File: src/rtl/counter_sequencer_pkg.sv
// Shared types and constants for the counter sequencer slice: FSM state
// encoding, the "skip this phase" period value and the period table entry.
package counter_seq_pkg;

  typedef enum logic [1:0] {
    ST_IDLE = 2'd0,
    ST_LOAD = 2'd1,
    ST_RUN  = 2'd2
  } seq_state_t;

  // Nominal software-visible period width; the default for WIDTH.
  localparam int PERIOD_W = 32;

  // One entry of the period table as software writes it.
  typedef logic [PERIOD_W-1:0] period_t;

  // A table entry holding this value is skipped without counting.
  localparam period_t SKIP_PERIOD = '0;

endpackage

File: src/rtl/counter_sequencer_if.sv
// Control/status bundle between surrounding logic (master) and the
// sequencer (slave), plus debug visibility of the FSM and the counter link.
interface counter_sequencer_if
  import counter_seq_pkg::*;
#(
  parameter int WIDTH = PERIOD_W,
  parameter int IDX_W = 2
);

  logic             start;
  logic             stop;
  logic             loop;
  logic             cfg_we;
  logic [IDX_W-1:0] cfg_addr;
  logic [WIDTH-1:0] cfg_data;
  logic             busy;
  logic [IDX_W-1:0] phase;
  logic             phase_strobe;
  logic             done;

  // Debug view: FSM state and the sequencer-to-counter handshake.
  seq_state_t       dbg_state;
  logic             dbg_enable;
  logic             dbg_ready;
  logic             dbg_clear;

  modport master (
    output start, stop, loop, cfg_we, cfg_addr, cfg_data,
    input  busy, phase, phase_strobe, done,
    input  dbg_state, dbg_enable, dbg_ready, dbg_clear
  );

  modport slave (
    input  start, stop, loop, cfg_we, cfg_addr, cfg_data,
    output busy, phase, phase_strobe, done,
    output dbg_state, dbg_enable, dbg_ready, dbg_clear
  );

endinterface

File: src/rtl/counter_sequencer_counter.sv
// Strobe counter: while held in rst it drops ready; LATENCY cycles after rst
// releases it raises ready, having captured reset_value in the meantime.
// Each accepted enable counts down by one; strobe is high once the count is
// exhausted and stays high until the next rst. LATENCY must be at least 1 so
// that the capture cycle exists.
module counter_with_strobe #(
  parameter int WIDTH   = 32,
  parameter int LATENCY = 1
) (
  input  logic             clk,
  input  logic             rst,
  input  logic             enable,
  input  logic [WIDTH-1:0] reset_value,
  output logic             ready,
  output logic             strobe
);

  localparam int LAT_W = $clog2(LATENCY + 1);

  logic [LAT_W-1:0] lat_q;
  logic [WIDTH-1:0] cnt_q;

  assign ready  = (lat_q == LAT_W'(LATENCY));
  assign strobe = ready & (cnt_q == '0);

  // Ready latency after clear, period capture, then count down on enable.
  always_ff @(posedge clk) begin
    if (rst) begin
      lat_q <= '0;
      cnt_q <= '0;
    end else if (!ready) begin
      lat_q <= lat_q + 1'b1;
      cnt_q <= reset_value;
    end else if (enable && (cnt_q != '0)) begin
      cnt_q <= cnt_q - 1'b1;
    end
  end

endmodule

File: src/rtl/counter_sequencer.sv
// Sequencer: walks a programmable table of periods, running one strobe
// counter per phase, and reports phase ends and sequence completion.
//
// Counter handshake: enable is a request the counter consumes only on a
// cycle where ready=1. The sequencer raises enable only while ready=1, never
// in the strobe cycle, and never while stop/rst is active. reset_value is
// only rewritten in LOAD, a cycle in which the counter is held cleared.
module counter_sequencer
  import counter_seq_pkg::*;
#(
  parameter int WIDTH   = PERIOD_W,
  parameter int LATENCY = 1,
  parameter int STEPS   = 4,
  parameter int IDX_W   = $clog2(STEPS)
) (
  input  logic              clk,
  input  logic              rst,
  counter_sequencer_if.slave bus
);

  localparam int               SKIP_W = $clog2(STEPS + 1);
  localparam logic [IDX_W-1:0] LAST   = IDX_W'(STEPS - 1);

  seq_state_t        state_q;
  logic [IDX_W-1:0]  phase_q;
  logic [SKIP_W-1:0] skip_q;
  logic              done_q;
  logic [WIDTH-1:0]  reset_value_q;
  logic [WIDTH-1:0]  table_q [STEPS];

  logic [WIDTH-1:0]  cur_entry;
  logic              is_last;
  logic              in_run;
  logic              cnt_enable;
  logic              cnt_clear;
  logic              cnt_ready;
  logic              cnt_strobe;

  assign cur_entry = table_q[phase_q];
  assign is_last   = (phase_q == LAST);
  assign in_run    = (state_q == ST_RUN);

  assign cnt_enable = in_run & cnt_ready & ~cnt_strobe & ~bus.stop & ~rst;
  assign cnt_clear  = rst | (state_q == ST_LOAD) | bus.stop;

  assign bus.busy         = (state_q != ST_IDLE);
  assign bus.phase        = phase_q;
  assign bus.phase_strobe = in_run & cnt_strobe & ~bus.stop;
  assign bus.done         = done_q;
  assign bus.dbg_state    = state_q;
  assign bus.dbg_enable   = cnt_enable;
  assign bus.dbg_ready    = cnt_ready;
  assign bus.dbg_clear    = cnt_clear;

  counter_with_strobe #(
    .WIDTH   (WIDTH),
    .LATENCY (LATENCY)
  ) u_counter (
    .clk         (clk),
    .rst         (cnt_clear),
    .enable      (cnt_enable),
    .reset_value (reset_value_q),
    .ready       (cnt_ready),
    .strobe      (cnt_strobe)
  );

  // Period table: written in any state, deliberately left out of reset.
  always_ff @(posedge clk) begin
    if (bus.cfg_we) begin
      table_q[bus.cfg_addr] <= bus.cfg_data;
    end
  end

  // Phase FSM: load period, run counter, advance/wrap/finish; stop aborts.
  always_ff @(posedge clk) begin
    if (rst) begin
      state_q       <= ST_IDLE;
      phase_q       <= '0;
      skip_q        <= '0;
      done_q        <= 1'b0;
      reset_value_q <= '0;
    end else begin
      done_q <= 1'b0;
      if (bus.stop) begin
        state_q <= ST_IDLE;
        phase_q <= '0;
        skip_q  <= '0;
      end else begin
        case (state_q)
          ST_IDLE: begin
            if (bus.start) begin
              phase_q <= '0;
              skip_q  <= '0;
              state_q <= ST_LOAD;
            end
          end
          ST_LOAD: begin
            if (cur_entry != WIDTH'(SKIP_PERIOD)) begin
              reset_value_q <= cur_entry;
              skip_q        <= '0;
              state_q       <= ST_RUN;
            end else if (skip_q == SKIP_W'(STEPS - 1)) begin
              // Every entry skipped in a row: end even when looping.
              skip_q  <= '0;
              done_q  <= 1'b1;
              state_q <= ST_IDLE;
            end else begin
              skip_q <= skip_q + 1'b1;
              if (!is_last) begin
                phase_q <= phase_q + 1'b1;
              end else if (bus.loop) begin
                phase_q <= '0;
              end else begin
                done_q  <= 1'b1;
                state_q <= ST_IDLE;
              end
            end
          end
          ST_RUN: begin
            if (cnt_strobe) begin
              if (!is_last) begin
                phase_q <= phase_q + 1'b1;
                state_q <= ST_LOAD;
              end else if (bus.loop) begin
                phase_q <= '0;
                state_q <= ST_LOAD;
              end else begin
                done_q  <= 1'b1;
                state_q <= ST_IDLE;
              end
            end
          end
          default: state_q <= ST_IDLE;
        endcase
      end
    end
  end

endmodule

File: src/flat_wrapper.sv
// flat-port wrapper written by rule: the top's interface ports become plain ports
module counter_sequencer_flat import counter_seq_pkg::*;
#(
  parameter int WIDTH   = PERIOD_W,
  parameter int LATENCY = 1,
  parameter int STEPS   = 4,
  parameter int IDX_W   = $clog2(STEPS)
)
  (clk, rst, bus_start, bus_stop, bus_loop, bus_cfg_we, bus_cfg_addr, bus_cfg_data, bus_busy, bus_phase, bus_phase_strobe, bus_done, bus_dbg_state, bus_dbg_enable, bus_dbg_ready, bus_dbg_clear);
  counter_sequencer_if #(.WIDTH(WIDTH), .IDX_W(IDX_W)) bus_i ();
  input  logic clk;
  input  logic rst;
  input wire logic [$bits(bus_i.start)-1:0] bus_start;
  input wire logic [$bits(bus_i.stop)-1:0] bus_stop;
  input wire logic [$bits(bus_i.loop)-1:0] bus_loop;
  input wire logic [$bits(bus_i.cfg_we)-1:0] bus_cfg_we;
  input wire logic [$bits(bus_i.cfg_addr)-1:0] bus_cfg_addr;
  input wire logic [$bits(bus_i.cfg_data)-1:0] bus_cfg_data;
  output wire logic [$bits(bus_i.busy)-1:0] bus_busy;
  output wire logic [$bits(bus_i.phase)-1:0] bus_phase;
  output wire logic [$bits(bus_i.phase_strobe)-1:0] bus_phase_strobe;
  output wire logic [$bits(bus_i.done)-1:0] bus_done;
  output wire logic [$bits(bus_i.dbg_state)-1:0] bus_dbg_state;
  output wire logic [$bits(bus_i.dbg_enable)-1:0] bus_dbg_enable;
  output wire logic [$bits(bus_i.dbg_ready)-1:0] bus_dbg_ready;
  output wire logic [$bits(bus_i.dbg_clear)-1:0] bus_dbg_clear;
  assign bus_i.start = bus_start;
  assign bus_i.stop = bus_stop;
  assign bus_i.loop = bus_loop;
  assign bus_i.cfg_we = bus_cfg_we;
  assign bus_i.cfg_addr = bus_cfg_addr;
  assign bus_i.cfg_data = bus_cfg_data;
  assign bus_busy = bus_i.busy;
  assign bus_phase = bus_i.phase;
  assign bus_phase_strobe = bus_i.phase_strobe;
  assign bus_done = bus_i.done;
  assign bus_dbg_state = bus_i.dbg_state;
  assign bus_dbg_enable = bus_i.dbg_enable;
  assign bus_dbg_ready = bus_i.dbg_ready;
  assign bus_dbg_clear = bus_i.dbg_clear;
  counter_sequencer #(.WIDTH(WIDTH), .LATENCY(LATENCY), .STEPS(STEPS), .IDX_W(IDX_W)) u_core (.clk(clk), .rst(rst), .bus(bus_i));
endmodule
File: config.mk
export PLATFORM = sky130hd
export DESIGN_NAME = counter_sequencer_flat
export DESIGN_NICKNAME = d
export VERILOG_FILES = /design/src/rtl/counter_sequencer_pkg.sv /design/src/rtl/counter_sequencer_if.sv /design/src/rtl/counter_sequencer_counter.sv /design/src/rtl/counter_sequencer.sv /design/src/flat_wrapper.sv
export SDC_FILE = /design/constraint.sdc
export NUM_CORES = 1
export LEC_CHECK = 0
export CORE_ASPECT_RATIO = 0.5
export CORE_UTILIZATION = 51
export CTS_CLUSTER_SIZE = 40
export DETAILED_ROUTE_END_ITERATION = 6
export GPL_TIMING_DRIVEN = 0
export PLACE_DENSITY = 0.7
export SLEW_MARGIN = 5
export SYNTH_ARGS = -nofsm -noshare
export SYNTH_HDL_FRONTEND = slang
export SYNTH_SLANG_ARGS = --single-unit
File: constraint.sdc
create_clock -name clk -period 3.55 [get_ports clk]
set_input_delay 0.355 -clock clk [delete_from_list [all_inputs] [get_ports clk]]
set_output_delay 0.355 -clock clk [all_outputs]
set_load 0.03 [all_outputs]
-- Yosys cells after proc, flatten, opt, wreduce, memory -nomap -nowiden
Memory sizes are Yosys's and may differ from the RTL's. A register that Yosys moved wholly into a read port is not among the register bits.
Cells that the tools add are included.
- register bits after elaboration: 73
- latch bits: 0
- RAM bits: 128
- bits in read-only memories: 0
- output and inout bits: 10
- word-level logic and storage cells: 81
- memories: 1
- add/subtract/negate cells: 4
- $mul: 0
- div/mod/pow operators: 0
- order comparisons: 0
- equal/unequal tests: 11
- shift-type cells: 0
- mux-type cells: 33
- bitwise logic cells: 12
- reductions and logical operators: 13
- memory list (name ; words ; bits a word ; read ports ; clocked after memory_dff ; wr ports ; RTL line ; source):
    u_core.table_q ; 4 ; 32 ; 1 ; 1 ; 1 ; counter_sequencer.sv:29 ; logic [WIDTH-1:0] table_q [STEPS];
- operators with widths (cell ; count):
    two-way mux 32 bit ; 2
    nonzero test 32 bit ; 2
    logical NOT 32 bit ; 1
    subtractor 32 x 1 -> 32 bit (second input constant) ; 1
    two-way mux 2 bit ; 15
    one-hot mux 2 bit (3 select lines) ; 2
    two-way mux 1 bit ; 9
    two-way mux 3 bit ; 3
    != test 2 bit (second input constant) ; 4
    AND 1 bit ; 7
    one-hot mux 3 bit (2 select lines) ; 1
    AND reduction 5 bit ; 1
    equality test 2 bit (second input constant) ; 2
    != test 4 x 3 -> 1 bit (second input constant) ; 1
    != test 4 bit (second input constant) ; 1
    AND reduction 4 bit ; 1
    nonzero test 2 bit ; 2
    adder 3 x 1 -> 3 bit (second input constant) ; 1
    equality test 3 x 2 -> 1 bit (second input constant) ; 1
    NOT 1 bit ; 3
    AND reduction 3 bit ; 1
    nonzero test 3 bit ; 1
    adder 2 x 1 -> 2 bit (second input constant) ; 1
    equality test 2 x 1 -> 1 bit (second input constant) ; 1
    other kinds (8) ; 9

-- Longest topological paths before layout
- depth after elaboration: 9
- gate-level depth with buffers: 9
- mapped depth without buffers: 8

-- Hierarchy
Synthesis repeated with hierarchy kept, for this count alone.
- cell total of the unflattened synthesis: 658
- area total of the unflattened synthesis: 8808.4 um2
- by module, submodules not included (module ; times used ; cells an instance ; area each (um2) ; sequential area each (um2)):
    counter_sequencer ; 1 ; 370 ; 6660.1 ; 4684.5
    counter_with_strobe ; 1 ; 288 ; 2148.3 ; 660.6

-- Worst setup path after synthesis
No wires, ideal clock.
- kind: input to register
- start: in bus_cfg_addr[1]
- end: mem u_core.table_q[0][0] (enable)
- library setup time: 0.468 ns
- data arrival time: 2.758 ns
- data required time: 3.082 ns
- setup slack: 0.324 ns
- stages on the path: 1
- buffers on the path: 0
- path through: nor3b_1
- RTL lines (item ; RTL line ; source):
    from (decl) ; flat_wrapper.sv:17 ; input wire logic [$bits(bus_i.cfg_addr)-1:0] bus_cfg_addr;
    to (decl) ; counter_sequencer.sv:29 ;
Straight into the memory's write port.

==> flow_results.xml <==
<?xml version="1.0" encoding="UTF-8"?>
<metrics>
  <group name="run_status">
    <metric name="run_status" unit="">completed</metric>
  </group>
  <group name="timing">
    <metric name="worst_pin_slew" unit="ps">863</metric>
    <metric name="period_share" unit="">0.977</metric>
    <metric name="rsz_0062_raised_after_global_routing" unit="">true</metric>
    <metric name="report.final.setup_viol" unit="">0</metric>
    <metric name="slew_viol_final" unit="">0</metric>
    <metric name="final_period_minus_worst_setup_slack" unit="ps">3470</metric>
    <metric name="hold_viol_final" unit="">0</metric>
    <metric name="clock-skew-final" unit="ps">14.5</metric>
    <metric name="fmaxAchievable" unit="GHz">0.288</metric>
    <metric name="slew-limit-headroom" unit="">0.425</metric>
  </group>
  <group name="floorplan">
    <metric name="design.portCount" unit="">50</metric>
    <metric name="fp-row-count" unit="">32</metric>
    <metric name="floorplan.initialDensity" unit="">0.532</metric>
    <metric name="fp.coreArea" unit="µm²">15700</metric>
    <metric name="die_width" unit="µm">183</metric>
    <metric name="die-height" unit="µm">92.5</metric>
    <metric name="design.die.area" unit="µm²">16900</metric>
  </group>
  <group name="synth">
    <metric name="synth_top_family_by_area" unit="">multiplexers</metric>
    <metric name="net_count_of_the_mapped_netlist" unit="">647</metric>
    <metric name="synth-compound-area-share" unit="">0.0568</metric>
    <metric name="area_share_of_and_or_nand_nor_cells_after_synthesis" unit="">0.110</metric>
    <metric name="ys.warnings.count" unit="">0</metric>
    <metric name="synth_area" unit="µm²">8350</metric>
    <metric name="yosys-mux-area-fraction" unit="">0.131</metric>
    <metric name="ys_async_sr_fraction" unit="">0</metric>
    <metric name="ys.flop_type" unit="">edfxtp_1</metric>
    <metric name="synth-seq-cells" unit="">203</metric>
    <metric name="synth_edf_count" unit="">128</metric>
    <metric name="synthesis.area_per_instance" unit="µm²">13.9</metric>
    <metric name="yosysSeqAreaShare" unit="">0.640</metric>
    <metric name="ys_types" unit="">50</metric>
    <metric name="synthAdderAreaFrac" unit="">0.0120</metric>
    <metric name="post_synth_inst_count" unit="">599</metric>
    <metric name="post_synth_xor_area_fraction" unit="">0.0273</metric>
  </group>
  <group name="global_routing">
    <metric name="number_of_antenna_violations_at_the_first_check_in_global_routing" unit="">0</metric>
    <metric name="wire_length_of_the_first_global_routing_pass" unit="mm">28.2</metric>
    <metric name="grt_start_max_net_pins" unit="">33</metric>
    <metric name="first_global_vias" unit="">5065</metric>
    <metric name="globalRoute.totalOverflow" unit="">0</metric>
    <metric name="grt.total_usage" unit="">0.221</metric>
  </group>
  <group name="setup_path">
    <metric name="path_common_cell" unit="">buf_2</metric>
    <metric name="crit_path_max_fanout" unit="">10</metric>
    <metric name="cp_num_buf_inv" unit="">2</metric>
    <metric name="slowest_cell_on_the_critical_path" unit="">mux4_2</metric>
    <metric name="worst-endpoint-arrival" unit="ps">3870</metric>
    <metric name="critPathRequiredTime" unit="ps">3950</metric>
    <metric name="startpoint_type" unit="">register</metric>
    <metric name="crit_type" unit="">register to register</metric>
    <metric name="path_cells" unit="">buf_2 &gt; buf_2 &gt; mux4_2 &gt; nor4_1 &gt; nand4_1 &gt; nor4_2 &gt; a21oi_1 &gt; o32ai_1</metric>
    <metric name="cpLargestDelayFamily" unit="">simple AND/OR/NAND/NOR gates</metric>
    <metric name="reg2reg_slack" unit="ps">80</metric>
    <metric name="slowest_delay" unit="ps">620</metric>
    <metric name="end_kind" unit="">register</metric>
  </group>
  <group name="placed_design">
    <metric name="place.detailed.hpwl" unit="mm">12.4</metric>
    <metric name="gp_congestion" unit="">0.849</metric>
    <metric name="placement.cell_area" unit="µm²">9200</metric>
    <metric name="io_buffers" unit="">48</metric>
  </group>
  <group name="hold_path">
    <metric name="min_path_type" unit="">input pin to register</metric>
  </group>
  <group name="pwr">
    <metric name="worst_ir_drop_vdd" unit="µV">353</metric>
    <metric name="power_density" unit="nW/µm²">511</metric>
    <metric name="static-leakage-power" unit="nW">3.46</metric>
  </group>
  <group name="cts">
    <metric name="tritoncts" unit="">built</metric>
    <metric name="htree_num_levels" unit="">1</metric>
    <metric name="cts.sink_count" unit="">203</metric>
    <metric name="worst_skew_pair.late_latency" unit="ps">500</metric>
    <metric name="maximum_number_of_buffers_from_clock_root_to_sink" unit="">3</metric>
    <metric name="ctsRootBufferMaster" unit="">clkbuf_16</metric>
    <metric name="cts_buffers" unit="">19</metric>
    <metric name="clkTransAtPathRegs" unit="ps">60</metric>
    <metric name="cts_hold_buf" unit="">0</metric>
  </group>
  <group name="cells_and_area">
    <metric name="layout.cells.most_common" unit="">edfxtp_1</metric>
    <metric name="postLayoutCoreUtil" unit="">0.629</metric>
    <metric name="finish.instance_area" unit="µm²">9870</metric>
    <metric name="design.final.nets" unit="">727</metric>
    <metric name="n_antenna_cell" unit="">0</metric>
    <metric name="layout-area-overhead-vs-synth" unit="%">18.2</metric>
    <metric name="layout_common_cells" unit="">128 x edfxtp_1, 75 x dfxtp_1, 58 x nor2_1, 46 x clkdlybuf4s50_1, 36 x mux2i_1</metric>
    <metric name="fraction_of_final_layout_cells_sized_beyond_drive_strength_1" unit="">0.147</metric>
  </group>
  <group name="drt">
    <metric name="detail-route-antenna-nets" unit="">0</metric>
    <metric name="vias" unit="">5277</metric>
    <metric name="routed_wirelength" unit="mm">18.1</metric>
    <metric name="vias_per_cell" unit="">5.78</metric>
    <metric name="post-route-drc-count" unit="">0</metric>
    <metric name="initialDrtViolationCount" unit="">370</metric>
    <metric name="drt-wirelength-per-cell" unit="µm">19.8</metric>
    <metric name="drt_first_pass_iters" unit="">5</metric>
  </group>
  <group name="flow_run">
    <metric name="timing.max_cap.violations" unit="">0</metric>
  </group>
</metrics>
kinds of logic after synthesis:
logic type                 count (synthesis)
adders and majority gates                  8
and+or+nand+nor                          175
xor gates and xnor gates                  26
muxes                                     69
buffers and inverters                     42
AOI/OAI and AO/OA                         76
DFF                                      203
routing by layer:
| layer | GRT usage | up-vias | wire length [µm] |
|---|---|---|---|
| met5 | 0 | - | 0 |
| met4 | 0.0382 | 0 | 243 |
| met1 | 0.330 | 2624 | 8710 |
| met3 | 0.0425 | 22 | 1100 |
| met2 | 0.340 | 158 | 8060 |
| li1 | - | 2473 | - |
Yosys cell counts, drive strengths merged, types with 16 or more instances:
master	n	area (µm²)
nor3	17	90.1
mux4	32	721
o21ai	27	135
mux2i	36	360
a21oi	27	135
clkbuf	20	75.1
xnor2	21	184
nor2	60	225
nor4	26	169
edfxtp	128	3840
dfxtp	75	1500
nand2	16	60.1
registers in the layout, summed over array words and instances, names as in the netlist, named ones only:
| register | flops |
|---|---|
| u_core.bus.dbg_state | 2 |
| u_core.bus.done | 1 |
| u_core.bus.phase | 2 |
| u_core.reset_value_q | 32 |
| u_core.skip_q | 3 |
| u_core.table_q | 128 |
| u_core.u_counter.cnt_q | 32 |
| u_core.u_counter.ready | 1 |
where the power goes:
part / switching [mW] / total, mW / internal [mW]
clock network: 0.870 / 2.02 / 1.15
logic: 0.225 / 0.385 / 0.160
registers: 0.0372 / 2.64 / 2.61
total: 1.13 / 5.05 / 3.91
worst paths after layout:
| check | cells past startpoint | end | start |
|---|---|---|---|
| hold reg to reg | 2 | u_core.skip_q[2] | u_core.skip_q[2] |
| setup reg to reg | 8 | u_core.bus.dbg_state[1] | register |
| setup / recovery | 8 | u_core.bus.dbg_state[1] | register |
| hold / removal | 2 | u_core.reset_value_q[10] | rst |
timing repair:
action,4_1_cts,5_1_grt
setup buffers,1,5
pin swaps,1,2
gates resized for setup,5,7
setup endpoints to repair,6,21
metrics by stage:
step | setup slack, ps | power, mW | instances | setup TNS (ps) | hold WS [ps]
6_report | 81.3 | 5.05 | 913 | 0 | 183
5_1_grt | -5.13 | 5.21 | 913 | -5.13 | 230
4_1_cts | 33.1 | 5.06 | 908 | 0 | 189
3_5_place_dp | -151 | 3.07 | 873 | -236 | 424
3_3_place_gp | -1940 | 3.05 | 868 | -72850 | 418
2_1_floorplan | 324 | 2.91 | 599 | 0 | 410
final cells by class:
| class | count | area, µm² |
|---|---|---|
| Buffer | 29 | 151 |
| Clock buffer | 27 | 546 |
| Clock inverter | 7 | 62.6 |
| Fill cell | 1243 | 5820 |
| Inverter | 13 | 48.8 |
| Multi-Input combinational cell | 354 | 2850 |
| Sequential cell | 203 | 5350 |
| Tap cell | 221 | 277 |
| Timing Repair Buffer | 59 | 593 |
worst reg2reg max path, stage by stage (launching register included):
cell	delay, ps
dfxtp_1	310
buf_2	230
buf_2	390
mux4_2	620
nor4_1	410
nand4_1	330
nor4_2	600
a21oi_1	230
o32ai_1	250
(Power assumes the default switching activity.)
